### config.mk
export PLATFORM = sky130hd
export DESIGN_NAME = hazard_flush_ctrl_flat
export DESIGN_NICKNAME = d
export VERILOG_FILES = /design/src/rtl/hazard_flush_ctrl_if.sv /design/src/rtl/hazard_flush_ctrl.sv /design/src/flat_wrapper.sv
export SDC_FILE = /design/constraint.sdc
export NUM_CORES = 1
export LEC_CHECK = 0
export ABC_CLOCK_PERIOD_IN_PS = 2100
export CORE_ASPECT_RATIO = 1.4
export CORE_MARGIN = 2
export CORE_UTILIZATION = 30
export CTS_CLUSTER_SIZE = 8
export DETAILED_ROUTE_END_ITERATION = 16
export PLACE_DENSITY_LB_ADDON = 0.08
export SYNTH_ARGS = -nofsm -noshare
export SYNTH_HDL_FRONTEND = slang
export SYNTH_SLANG_ARGS = --single-unit
### constraint.sdc
create_clock -name clk -period 2.1 [get_ports clk]
set_input_delay 0.315 -clock clk [delete_from_list [all_inputs] [get_ports clk]]
set_output_delay 0.315 -clock clk [all_outputs]
set_load 0.02 [all_outputs]
### src/rtl/hazard_flush_ctrl_if.sv
// rtl/hazard_flush_ctrl_if.sv - ID/EX hazard fields in, flush/hold/redirect controls out
interface hazard_flush_ctrl_if;
  logic [4:0] if_id_rs1_i;
  logic [4:0] if_id_rs2_i;
  logic       id_uses_rs1_i;
  logic       id_uses_rs2_i;
  logic       id_ex_MemRead_i;
  logic [4:0] id_ex_wr_i;
  logic       ex_branch_taken_i;
  logic [1:0] ex_jump_i;
  logic       ID_Flush;
  logic       IF_Flush;
  logic       IF_ID_Write;
  logic       PCWrite;
  logic       pc_sel;

  // controller side
  modport master (
    input  if_id_rs1_i, if_id_rs2_i, id_uses_rs1_i, id_uses_rs2_i,
    input  id_ex_MemRead_i, id_ex_wr_i, ex_branch_taken_i, ex_jump_i,
    output ID_Flush, IF_Flush, IF_ID_Write, PCWrite, pc_sel
  );

  // pipeline side
  modport slave (
    output if_id_rs1_i, if_id_rs2_i, id_uses_rs1_i, id_uses_rs2_i,
    output id_ex_MemRead_i, id_ex_wr_i, ex_branch_taken_i, ex_jump_i,
    input  ID_Flush, IF_Flush, IF_ID_Write, PCWrite, pc_sel
  );
endinterface

### src/rtl/hazard_flush_ctrl.sv
// rtl/hazard_flush_ctrl.sv - load-use stall and branch/jump flush sequencer with event counters
module hazard_flush_ctrl #(
  parameter int LOAD_STALL_CYCLES = 1,
  parameter int REDIRECT_BUBBLES  = 1,
  parameter int CNT_W             = 32
) (
  input  logic                 clk,
  input  logic                 rst_n,
  hazard_flush_ctrl_if.master  bus,
  input  logic                 cnt_clr_i,
  output logic [CNT_W-1:0]     stall_count,
  output logic [CNT_W-1:0]     flush_count
);

  typedef enum logic [1:0] {RUN, STALL, REDIR} state_t;

  // Remaining-cycle loads; the detect cycle and the final cycle are both counted.
  localparam logic [3:0] STALL_REM = (LOAD_STALL_CYCLES > 1) ? 4'(LOAD_STALL_CYCLES - 2) : 4'd0;
  localparam logic [3:0] REDIR_REM = (REDIRECT_BUBBLES > 1)  ? 4'(REDIRECT_BUBBLES - 2)  : 4'd0;

  state_t     state_q, state_d;
  logic [3:0] rem_q, rem_d;
  logic       load_use, redirect;
  logic       stall_inc, flush_inc;
  logic       id_flush, if_flush, if_id_write, pc_write, pc_sel_c;

  assign load_use = bus.id_ex_MemRead_i & (bus.id_ex_wr_i != 5'd0) &
                    ((bus.id_uses_rs1_i & (bus.if_id_rs1_i == bus.id_ex_wr_i)) |
                     (bus.id_uses_rs2_i & (bus.if_id_rs2_i == bus.id_ex_wr_i)));
  assign redirect = bus.ex_branch_taken_i | (bus.ex_jump_i != 2'b00);

  // State and remaining-cycle register, on the same edge as ID/EX.
  always_ff @(negedge clk or negedge rst_n) begin
    if (!rst_n) begin
      state_q <= RUN;
      rem_q   <= 4'd0;
    end else begin
      state_q <= state_d;
      rem_q   <= rem_d;
    end
  end

  // Next state and pipeline controls; a redirect always wins over a stall.
  always_comb begin
    state_d     = state_q;
    rem_d       = rem_q;
    stall_inc   = 1'b0;
    flush_inc   = 1'b0;
    id_flush    = 1'b0;
    if_flush    = 1'b0;
    if_id_write = 1'b1;
    pc_write    = 1'b1;
    pc_sel_c    = 1'b0;
    case (state_q)
      RUN, STALL: begin
        if (redirect) begin
          id_flush  = 1'b1;
          if_flush  = 1'b1;
          pc_sel_c  = 1'b1;
          flush_inc = 1'b1;
          if (REDIRECT_BUBBLES > 1) begin
            state_d = REDIR;
            rem_d   = REDIR_REM;
          end else begin
            state_d = RUN;
          end
        end else if (state_q == STALL || load_use) begin
          id_flush    = 1'b1;
          if_id_write = 1'b0;
          pc_write    = 1'b0;
          stall_inc   = 1'b1;
          if (state_q == RUN) begin
            if (LOAD_STALL_CYCLES > 1) begin
              state_d = STALL;
              rem_d   = STALL_REM;
            end
          end else if (rem_q == 4'd0) begin
            state_d = RUN;
          end else begin
            rem_d = rem_q - 4'd1;
          end
        end
      end
      REDIR: begin
        id_flush = 1'b1;
        if_flush = 1'b1;
        if (rem_q == 4'd0) state_d = RUN;
        else               rem_d   = rem_q - 4'd1;
      end
      default: state_d = RUN;
    endcase
  end

  // While reset is held the pipeline is frozen and the ID/EX and IF/ID registers are bubbled.
  assign bus.ID_Flush    = ~rst_n | id_flush;
  assign bus.IF_Flush    = ~rst_n | if_flush;
  assign bus.IF_ID_Write = rst_n & if_id_write;
  assign bus.PCWrite     = rst_n & pc_write;
  assign bus.pc_sel      = rst_n & pc_sel_c;

  // Saturating event counters; clear beats increment.
  always_ff @(negedge clk or negedge rst_n) begin
    if (!rst_n) begin
      stall_count <= '0;
      flush_count <= '0;
    end else if (cnt_clr_i) begin
      stall_count <= '0;
      flush_count <= '0;
    end else begin
      if (stall_inc && stall_count != {CNT_W{1'b1}}) stall_count <= stall_count + 1'b1;
      if (flush_inc && flush_count != {CNT_W{1'b1}}) flush_count <= flush_count + 1'b1;
    end
  end

endmodule

### src/flat_wrapper.sv
// flat-port wrapper written by rule: the top's interface ports become plain ports
module hazard_flush_ctrl_flat 
#(
  parameter int LOAD_STALL_CYCLES = 1,
  parameter int REDIRECT_BUBBLES  = 1,
  parameter int CNT_W             = 32
)
  (clk, rst_n, cnt_clr_i, stall_count, flush_count, bus_if_id_rs1_i, bus_if_id_rs2_i, bus_id_uses_rs1_i, bus_id_uses_rs2_i, bus_id_ex_MemRead_i, bus_id_ex_wr_i, bus_ex_branch_taken_i, bus_ex_jump_i, bus_ID_Flush, bus_IF_Flush, bus_IF_ID_Write, bus_PCWrite, bus_pc_sel);
  hazard_flush_ctrl_if bus_i ();
  input  logic clk;
  input  logic rst_n;
  input  logic cnt_clr_i;
  output logic [CNT_W-1:0] stall_count;
  output logic [CNT_W-1:0] flush_count;
  input wire logic [$bits(bus_i.if_id_rs1_i)-1:0] bus_if_id_rs1_i;
  input wire logic [$bits(bus_i.if_id_rs2_i)-1:0] bus_if_id_rs2_i;
  input wire logic [$bits(bus_i.id_uses_rs1_i)-1:0] bus_id_uses_rs1_i;
  input wire logic [$bits(bus_i.id_uses_rs2_i)-1:0] bus_id_uses_rs2_i;
  input wire logic [$bits(bus_i.id_ex_MemRead_i)-1:0] bus_id_ex_MemRead_i;
  input wire logic [$bits(bus_i.id_ex_wr_i)-1:0] bus_id_ex_wr_i;
  input wire logic [$bits(bus_i.ex_branch_taken_i)-1:0] bus_ex_branch_taken_i;
  input wire logic [$bits(bus_i.ex_jump_i)-1:0] bus_ex_jump_i;
  output wire logic [$bits(bus_i.ID_Flush)-1:0] bus_ID_Flush;
  output wire logic [$bits(bus_i.IF_Flush)-1:0] bus_IF_Flush;
  output wire logic [$bits(bus_i.IF_ID_Write)-1:0] bus_IF_ID_Write;
  output wire logic [$bits(bus_i.PCWrite)-1:0] bus_PCWrite;
  output wire logic [$bits(bus_i.pc_sel)-1:0] bus_pc_sel;
  assign bus_i.if_id_rs1_i = bus_if_id_rs1_i;
  assign bus_i.if_id_rs2_i = bus_if_id_rs2_i;
  assign bus_i.id_uses_rs1_i = bus_id_uses_rs1_i;
  assign bus_i.id_uses_rs2_i = bus_id_uses_rs2_i;
  assign bus_i.id_ex_MemRead_i = bus_id_ex_MemRead_i;
  assign bus_i.id_ex_wr_i = bus_id_ex_wr_i;
  assign bus_i.ex_branch_taken_i = bus_ex_branch_taken_i;
  assign bus_i.ex_jump_i = bus_ex_jump_i;
  assign bus_ID_Flush = bus_i.ID_Flush;
  assign bus_IF_Flush = bus_i.IF_Flush;
  assign bus_IF_ID_Write = bus_i.IF_ID_Write;
  assign bus_PCWrite = bus_i.PCWrite;
  assign bus_pc_sel = bus_i.pc_sel;
  hazard_flush_ctrl #(.LOAD_STALL_CYCLES(LOAD_STALL_CYCLES), .REDIRECT_BUBBLES(REDIRECT_BUBBLES), .CNT_W(CNT_W)) u_core (.clk(clk), .rst_n(rst_n), .bus(bus_i), .cnt_clr_i(cnt_clr_i), .stall_count(stall_count), .flush_count(flush_count));
endmodule
==> results of run 1 <==
cell type report:
| class | count | area [µm²] | share of cell area |
|---|---|---|---|
| Tap cell | 150 | 188 | 0.0266 |
| Sequential cell | 70 | 1750 | 0.249 |
| Inverter | 10 | 37.5 | 0.00533 |
| Timing Repair Buffer | 241 | 2330 | 0.331 |
| Multi-Input combinational cell | 313 | 2450 | 0.348 |
| Clock buffer | 15 | 288 | 0.0408 |
cells by family (layout without fill, tap and decap cells):
logic type	Yosys count	after routing	share of synthesized area
and+or+nand+nor	216	216	0.292
AOI/OAI and AO/OA	25	25	0.0406
adders and majority gates	3	3	0.0101
xor gates and xnor gates	68	68	0.160
DFF	70	70	0.470
muxes	1	1	0.00268
buffers and inverters	24	266	0.0255
synth_stat cells (2+ instances only):
| cell type | instances | area, µm² |
|---|---|---|
| a21oi_1 | 8 | 40.0 |
| a31oi_1 | 3 | 18.8 |
| and2_1 | 4 | 25.0 |
| and3_1 | 17 | 106 |
| and4_1 | 3 | 26.3 |
| clkbuf_1 | 11 | 41.3 |
| dfrtn_1 | 70 | 1750 |
| ha_1 | 3 | 37.5 |
| inv_1 | 10 | 37.5 |
| nand2_1 | 26 | 97.6 |
| nand2b_1 | 2 | 12.5 |
| nand3_1 | 43 | 215 |
| nand4_1 | 22 | 138 |
| nor2_1 | 72 | 270 |
| nor3_1 | 7 | 35.0 |
| nor4_1 | 6 | 37.5 |
| o21ai_0 | 6 | 30.0 |
| or2_2 | 2 | 12.5 |
| or3_1 | 4 | 25.0 |
| xnor2_1 | 20 | 175 |
| xor2_1 | 48 | 420 |
flip-flops by register name, summed over array words and instances, names as in the netlist:
signal and count:
u_core.flush_count 32, u_core.rem_q 4, u_core.stall_count 32, u_core.state_q 2
repair_timing:
action                                  CTS  global route
pin swaps                                82            86
endpoints found under the setup margin  138           137
buffers inserted                         28            18
gates resized for setup                 514            61
gates cloned                              2             1
metal layers:
metal | global-route usage | vias up
met4 | 0.0601 | 0
met3 | 0.0344 | 14
met2 | 0.315 | 61
met5 | 0 | -
li1 | - | 1877
met1 | 0.195 | 1882
through the flow:
stage	power [µW]	setup slack, ps	area [µm²]	util	hold slack, ps
CTS	3140	-754	6680	0.545	438
global placement	1620	-1370	5780	0.472	439
global route	3230	-818	7050	0.575	474
floorplan	1470	-782	3920	-	416
finish	3110	-755	7050	0.575	422
detailed placement	1620	-1400	5780	0.472	448
worst paths after layout:
| check | cells past startpoint | end | from | slack [ps] |
|---|---|---|---|---|
| setup / recovery | 6 | bus_IF_ID_Write | u_core.state_q[1] | -750 |
| hold reg to reg | 1 | u_core.rem_q[3] | u_core.rem_q[3] | 420 |
| setup reg to reg | 11 | u_core.stall_count[22] | u_core.stall_count[0] | -260 |
| hold / removal | 1 | u_core.rem_q[3] | u_core.rem_q[3] | 420 |
| max in group asynchronous | 2 | u_core.stall_count[4] | rst_n | 840 |
| min in group asynchronous | 1 | u_core.stall_count[12] | rst_n | 760 |
power by group through the flow:
stage | clock (µW) | combinational, µW | sequential, µW
floorplan | 0 | 70.9 | 1400
global placement | 0 | 231 | 1390
detailed placement | 0 | 232 | 1390
CTS | 1520 | 249 | 1370
global route | 1570 | 290 | 1370
finish | 1470 | 266 | 1370
==> results.sh, run 1 <==
export IMPL_wl_per_cell_um=14.5
export IMPL_yosysWarnings=0
export IMPL_die_h_um=136
export IMPL_cpPeakStageDelay_ps=490
export IMPL_dp_cells=740
export IMPL_grt_max_degree=44
export IMPL_dr_first_iter_drc_count=85
export IMPL_vias=3834
export IMPL_cp_start_kind="register"
export IMPL_hold_buffers=0
export IMPL_layout_commonest_cell="buf_4"
export IMPL_synthFlopType="dfrtn_1"
export IMPL_crit_type="reg2out"
export IMPL_wl_met1_um=4600
export IMPL_htreeDepth=3
export IMPL_end_kind="output pin"
export IMPL_cap_violations=0
export IMPL_mappedNetlistArea_mm2=0.00373
export IMPL_cp_slowest_cell="dfrtn_1"
export IMPL_setup_viol=136
export IMPL_cts_sinks=70
export IMPL_numPortBuffers=92
export IMPL_switching_share=0.221
export IMPL_cts_tree="done"
export IMPL_coreArea_mm2=0.0123
export IMPL_first_pass_iters=4
export IMPL_worstMarginPinSlew_ps=527
export IMPL_setup_tns_final_ps=-46830
export IMPL_comb_power_share=0.085
export IMPL_crit_buf_inv=2
export IMPL_hold_violations=0
export IMPL_synth_cell_types=41
export IMPL_synth_edff_count=0
export IMPL_worst_path_max_fanout=3
export IMPL_leakage_uw=0.00329
export IMPL_final_cell_mix="buf_4 (124), buf_6 (85), dfrtn_1 (70)"
export IMPL_clkTransAtPathRegs_ps=40
export IMPL_async_flop_share=1.00
export IMPL_fin_nets=672
export IMPL_top_layer="met4"
export IMPL_met3_length_um=302
export IMPL_cts_buffers=9
export IMPL_avgSynthCellArea_um2=9.16
export IMPL_totalWireLength_um=11600
export IMPL_pwr_share_seq=0.440
export IMPL_drive_gt1_frac=0.501
export IMPL_initial_core_util=0.304
export IMPL_ios=93
export IMPL_crit_family="flip-flops"
export IMPL_syn_inst=407
export IMPL_drtAntennaViolNets=0
export IMPL_netSwitchingPower_uw=688
export IMPL_crit_path_cell_trace="nor4_4 > nand2_1 > inv_1 > a31o_4 > nor2_4 > buf_6"
export IMPL_place_congestion=0.796
export IMPL_ys_seq_area_frac=0.470
export IMPL_grt_pass1_vias=3917
export IMPL_p_int_uw=2420
export IMPL_drc=0
export IMPL_worst_slack_ps=-755
export IMPL_grtUsageTotal=0.171
export IMPL_grt_pass1_wl_um=18400
export IMPL_grt_remaining_overflow=0
export IMPL_final_cell_count_no_fill=799
export IMPL_finClkSkew_ps=7.36
export IMPL_fill_cells=1095
export IMPL_fp_row_count=48
export IMPL_peakVddDrop_v=0.000364
export IMPL_hpwl_um=7750
export IMPL_status="complete, but fails checks"
export IMPL_relSlewSlack=0.648
export IMPL_cts_root_buf="clkbuf_16"
export IMPL_rsz0062_at_grt="yes"
export IMPL_cp_data_required_time_ps=1780
export IMPL_clk_path_buf_depth=2
export IMPL_antenna_found_initial=0
export IMPL_clock_latency_ps=330
export IMPL_synth_nets=434
export IMPL_worst_ep_arrival_time_ps=2540
export IMPL_violations="negative setup slack"
export IMPL_hold_class="reg2reg"
export IMPL_slew_violations=0
export IMPL_via_per_inst=4.80
export IMPL_p_per_area_mw_per_mm2=441
export IMPL_clkPwrFrac=0.474
export IMPL_area_delta_synth_final_pct=89.0
export IMPL_diodes=0
export IMPL_die_area_mm2=0.0133
export IMPL_wl_met2_um=6520
export IMPL_ys_seq_elements=70
export IMPL_die_w_um=98.2
(Power assumes the default switching activity.)
==> run 2: changes to the inputs <==
Settings changed: REMOVE_ABC_BUFFERS set to 1.
==> run 2 against run 1 <==
  * The run still ends with negative setup slack left
  * Sequential power barely moved
  * Final cell count fell by 0.13%
  * Highest routed layer unchanged
  * Largest cell class unchanged
  * Hold slack improved by 28 ps
  * Sequential cell count did not move
  * Critical path type unchanged
  * First-iteration DRC count rose by 39%
==> results.sh, run 2 (same netlist as run 1, synthesis figures left out) <==
export IMPL_status="complete, but fails checks"
export IMPL_coreArea_mm2=0.0123
export IMPL_r2r_start="u_core.stall_count[0]"
export IMPL_grt_max_degree=36
export IMPL_fin_nets=672
export IMPL_drtAntennaViolNets=0
export IMPL_final_cell_count_no_fill=798
export IMPL_worst_path_max_fanout=3
export IMPL_hold_class="reg2reg"
export IMPL_placed_cell_area_mm2=0.00562
export IMPL_area_delta_synth_final_pct=85.8
export IMPL_grtUsageTotal=0.172
export IMPL_drive_gt1_frac=0.497
export IMPL_reg_top3="u_core.flush_count: 32 flops, u_core.stall_count: 32 flops, u_core.rem_q: 4 flops"
export IMPL_reg2reg_depth=10
export IMPL_cp_start_kind="register"
export IMPL_dr_first_iter_drc_count=118
export IMPL_cts_tree="done"
export IMPL_hold_buffers=0
export IMPL_cts_sinks=70
export IMPL_antenna_found_initial=0
export IMPL_place_congestion=0.791
export IMPL_min_to="u_core.rem_q[3]"
export IMPL_cts_root_buf="clkbuf_16"
export IMPL_first_pass_iters=4
export IMPL_cp_data_required_time_ps=1780
export IMPL_totalWireLength_um=11200
export IMPL_grt_pass1_vias=3949
export IMPL_cap_violations=0
export IMPL_clock_latency_ps=340
export IMPL_end_kind="output pin"
export IMPL_min_from="u_core.rem_q[3]"
export IMPL_r2r_end="u_core.stall_count[25]"
export IMPL_setup_viol=136
export IMPL_htreeDepth=3
export IMPL_worstMarginPinSlew_ps=553
export IMPL_hold_violations=0
export IMPL_vias=3821
export IMPL_grt_pass1_wl_um=18400
export IMPL_layout_commonest_cell="buf_4"
export IMPL_fp_row_count=48
export IMPL_wl_per_cell_um=14.0
export IMPL_violations="negative setup slack"
export IMPL_final_cell_mix="buf_4 (122), buf_6 (91), dfrtn_1 (70)"
export IMPL_dp_cells=742
export IMPL_hpwl_um=7480
export IMPL_diodes=0
export IMPL_drc=0
export IMPL_rsz0062_at_grt="yes"
export IMPL_slew_violations=0
export IMPL_worst_ep_arrival_time_ps=2610
export IMPL_numPortBuffers=92
export IMPL_finClkSkew_ps=5.20
export IMPL_cts_buffers=9
export IMPL_ios=93
export IMPL_worst_slack_ps=-828
export IMPL_leakage_uw=0.00316
export IMPL_p_per_area_mw_per_mm2=429
export IMPL_ff2ff_setup_slack_ps=-130
export IMPL_clk_path_buf_depth=2
export IMPL_die_h_um=136
export IMPL_via_per_inst=4.79
export IMPL_die_area_mm2=0.0133
export IMPL_final_area_mm2=0.00693
export IMPL_relSlewSlack=0.630
export IMPL_crit_type="reg2out"
export IMPL_clkTransAtPathRegs_ps=40
export IMPL_grt_remaining_overflow=0
export IMPL_whs_path_depth=1
export IMPL_die_w_um=98.2
export IMPL_peakVddDrop_v=0.000388
export IMPL_initial_core_util=0.304
[run 2: stage by stage]
stage                util  total power (µW)  hold slack, ps  TNS, ps  setup WS [ps]
finish              0.565              2970             450   -48950           -828
floorplan               -              1450             416   -45900           -857
CTS                 0.542              3010             458   -50320           -851
global route        0.565              3100             473   -55180           -881
global placement    0.459              1610             434  -107680          -1360
detailed placement  0.459              1610             450  -107390          -1370
[run 2: power by group]
part | total, µW | leakage (µW) | switching [µW] | internal, µW
clock | 1350 | 0.000128 | 540 | 814
combinational | 250 | 0.00206 | 126 | 124
sequential | 1370 | 0.000971 | 4.65 | 1360
[run 2: metal layers]
layer	part of all wire	GRT usage	vias to the layer above
met5	0	0	-
met4	0.013	0.0518	0
met3	0.043	0.0339	13
met2	0.55	0.326	82
met1	0.39	0.193	1849
li1	-	-	1877
[run 2: layout make-up]
type | count | area (µm²)
clock buffers | 12 | 246
clock inverters | 2 | 10.0
fillers | 1114 | 5320
inverters | 10 | 37.5
multi-input cells | 313 | 2400
flip-flops and latches | 70 | 1750
well taps | 150 | 188
repair buffers | 241 | 2300
[run 2: worst max path at each step]
stage                            startpoint                     end  cells past startpoint
final                     u_core.state_q[1]            bus_ID_Flush                      6
after global routing      u_core.state_q[1]            bus_ID_Flush                      6
after CTS                 u_core.state_q[1]             bus_PCWrite                      7
after detailed placement  bus_id_ex_wr_i[2]  u_core.stall_count[25]                      8
after global placement     bus_ex_jump_i[1]  u_core.flush_count[12]                     10
after floorplan           u_core.state_q[1]         bus_IF_ID_Write                      5
[run 2: worst max-delay path, cell delays in order (launching register included)]
cell	delay (ps)
dfrtn_1	470
buf_6	120
or2_4	120
buf_6	120
nand3_4	70
o21bai_1	160
buf_4	160
[run 2: timing repair]
action,4_1_cts,5_1_grt
gates cloned,3,0
setup endpoints to repair,138,137
gates resized for setup,542,64
pin swaps,75,66
buffers inserted,32,15
==> run 3: changes to the inputs <==
Settings changed: CORE_UTILIZATION 30 to 45.
==> run 3 against run 2 <==
  * Routed wire length rose by 31%
  * The flow still finishes with violations (negative setup slack)
  * Die area down 32%
  * Register-to-register slack worse by 250 ps
  * Sequential cell count unchanged
  * Critical path type unchanged
  * Clock power increased by 11%
  * Non-clock buffer count fell by 1
  * Sequential power about the same
  * Utilization is 30 points higher
  * Global-route usage rose by 11 points
  * Critical path depth is the same
==> results.sh, run 3 (same netlist as run 1, synthesis figures left out) <==
export IMPL_status="complete, but fails checks"
export IMPL_violations="negative setup slack"
export IMPL_fp_row_count=39
export IMPL_worstMarginPinSlew_ps=758
export IMPL_diodes=0
export IMPL_min_from="u_core.rem_q[3]"
export IMPL_die_area_mm2=0.00904
export IMPL_layout_commonest_cell="buf_4"
export IMPL_totalWireLength_um=14600
export IMPL_worst_path_max_fanout=3
export IMPL_via_per_inst=5.60
export IMPL_fill_cells=425
export IMPL_peakVddDrop_v=0.000501
export IMPL_wl_per_cell_um=19.5
export IMPL_r2r_start="u_core.stall_count[1]"
export IMPL_cp_start_kind="register"
export IMPL_finClkSkew_ps=10.1
export IMPL_place_congestion=0.877
export IMPL_setup_viol=138
export IMPL_grt_remaining_overflow=0
export IMPL_antenna_found_initial=0
export IMPL_die_w_um=80.9
export IMPL_place_ws_ps=-1360
export IMPL_cts_buffers=9
export IMPL_coreArea_mm2=0.00810
export IMPL_drive_gt1_frac=0.522
export IMPL_p_per_area_mw_per_mm2=448
export IMPL_grt_max_degree=42
export IMPL_p_total_uw=3160
export IMPL_fin_nets=671
export IMPL_crit_start="u_core.state_q[1]"
export IMPL_clkTransAtPathRegs_ps=50
export IMPL_ios=93
export IMPL_cts_sinks=70
export IMPL_dr_first_iter_drc_count=255
export IMPL_final_cell_mix="buf_4 (114), buf_6 (97), dfrtn_1 (70)"
export IMPL_grtUsageTotal=0.284
export IMPL_leakage_uw=0.00321
export IMPL_htreeDepth=3
export IMPL_numPortBuffers=92
export IMPL_grt_pass1_vias=4227
export IMPL_cts_root_buf="clkbuf_16"
export IMPL_rsz0062_at_grt="yes"
export IMPL_clk_path_buf_depth=2
export IMPL_clock_latency_ps=350
export IMPL_cp_data_required_time_ps=1780
export IMPL_drc=0
export IMPL_timing_hold_ws_ps=462
export IMPL_initial_core_util=0.460
export IMPL_area_delta_synth_final_pct=88.9
export IMPL_hold_class="reg2reg"
export IMPL_cts_tree="done"
export IMPL_hold_violations=0
export IMPL_seqCellArea_mm2=0.00175
export IMPL_worst_ep_arrival_time_ps=2650
export IMPL_die_h_um=112
export IMPL_cap_violations=0
export IMPL_hold_buffers=0
export IMPL_drtAntennaViolNets=0
export IMPL_worst_slack_ps=-867
export IMPL_hpwl_um=7260
export IMPL_relSlewSlack=0.494
export IMPL_end_kind="output pin"
export IMPL_slew_violations=0
export IMPL_crit_type="reg2out"
export IMPL_grt_pass1_wl_um=20000
export IMPL_vias=4205
export IMPL_multi_input_area_mm2=0.00253
export IMPL_reg_top3="u_core.flush_count: 32 flops, u_core.stall_count: 32 flops, u_core.rem_q: 4 flops"
export IMPL_setup_tns_final_ps=-58260
export IMPL_first_pass_iters=5
==> run 3: cell types whose count changed in the layout (fill, tap and decap cells not counted), sizes merged <==
cell           change
dlygate4sd2        +7
clkdlybuf4s15      -5
buf                -1
clkbuf             -1
clkinvlp           +1
==> run 3: critical path, stage by stage (launching register included) <==
cell and delay, ps:
dfrtn_1 480, buf_6 120, or2_4 120, buf_6 130, nand3_4 90, o21bai_4 190
buf_6 130
==> run 3: power breakdown <==
part           internal [µW]  switching [µW]  leakage, µW
Clock                    894             603     0.000142
Combinational            138             153      0.00210
Sequential              1360            5.92     0.000971
Total                   2390             762      0.00321
==> run 3: worst paths after layout <==
kind / end / slack (ps) / cells past startpoint
worst max-delay path: bus_ID_Flush / -870 / 6
worst min-delay path: u_core.rem_q[3] / 460 / 1
worst max register to register: u_core.stall_count[15] / -380 / 10
worst min register to register: u_core.rem_q[3] / 460 / 1
max in group asynchronous: u_core.flush_count[3] / 790 / 2
min in group asynchronous: u_core.stall_count[20] / 1030 / 2
==> run 3: layout make-up <==
type | instances | share of cell area
Timing Repair Buffer | 240 | 0.327
Inverter | 10 | 0.00533
Sequential cell | 70 | 0.249
Multi-Input combinational cell | 313 | 0.360
Clock buffer | 13 | 0.0384
Clock inverter | 3 | 0.00249
Tap cell | 102 | 0.0181
==> run 3: repair_timing <==
action,in CTS,in global routing
buffers inserted,38,13
gates cloned,3,0
setup endpoints to repair,138,138
pin swaps,85,58
resized for setup,551,71
==> run 3: stage by stage <==
| step | instances | instance area [µm²] | util |
|---|---|---|---|
| after floorplan | 393 | 3670 | - |
| after CTS | 746 | 6660 | 0.823 |
| after global placement | 690 | 5530 | 0.683 |
| after global routing | 751 | 7040 | 0.869 |
| final | 751 | 7040 | 0.869 |
| after detailed placement | 690 | 5530 | 0.683 |
==> run 3: routing by layer <==
layer,vias to the layer above,track usage,share of wire
li1,1879,-,-
met1,2057,0.324,0.36
met2,206,0.502,0.54
met3,63,0.0511,0.054
met4,0,0.128,0.053
met5,-,0,0
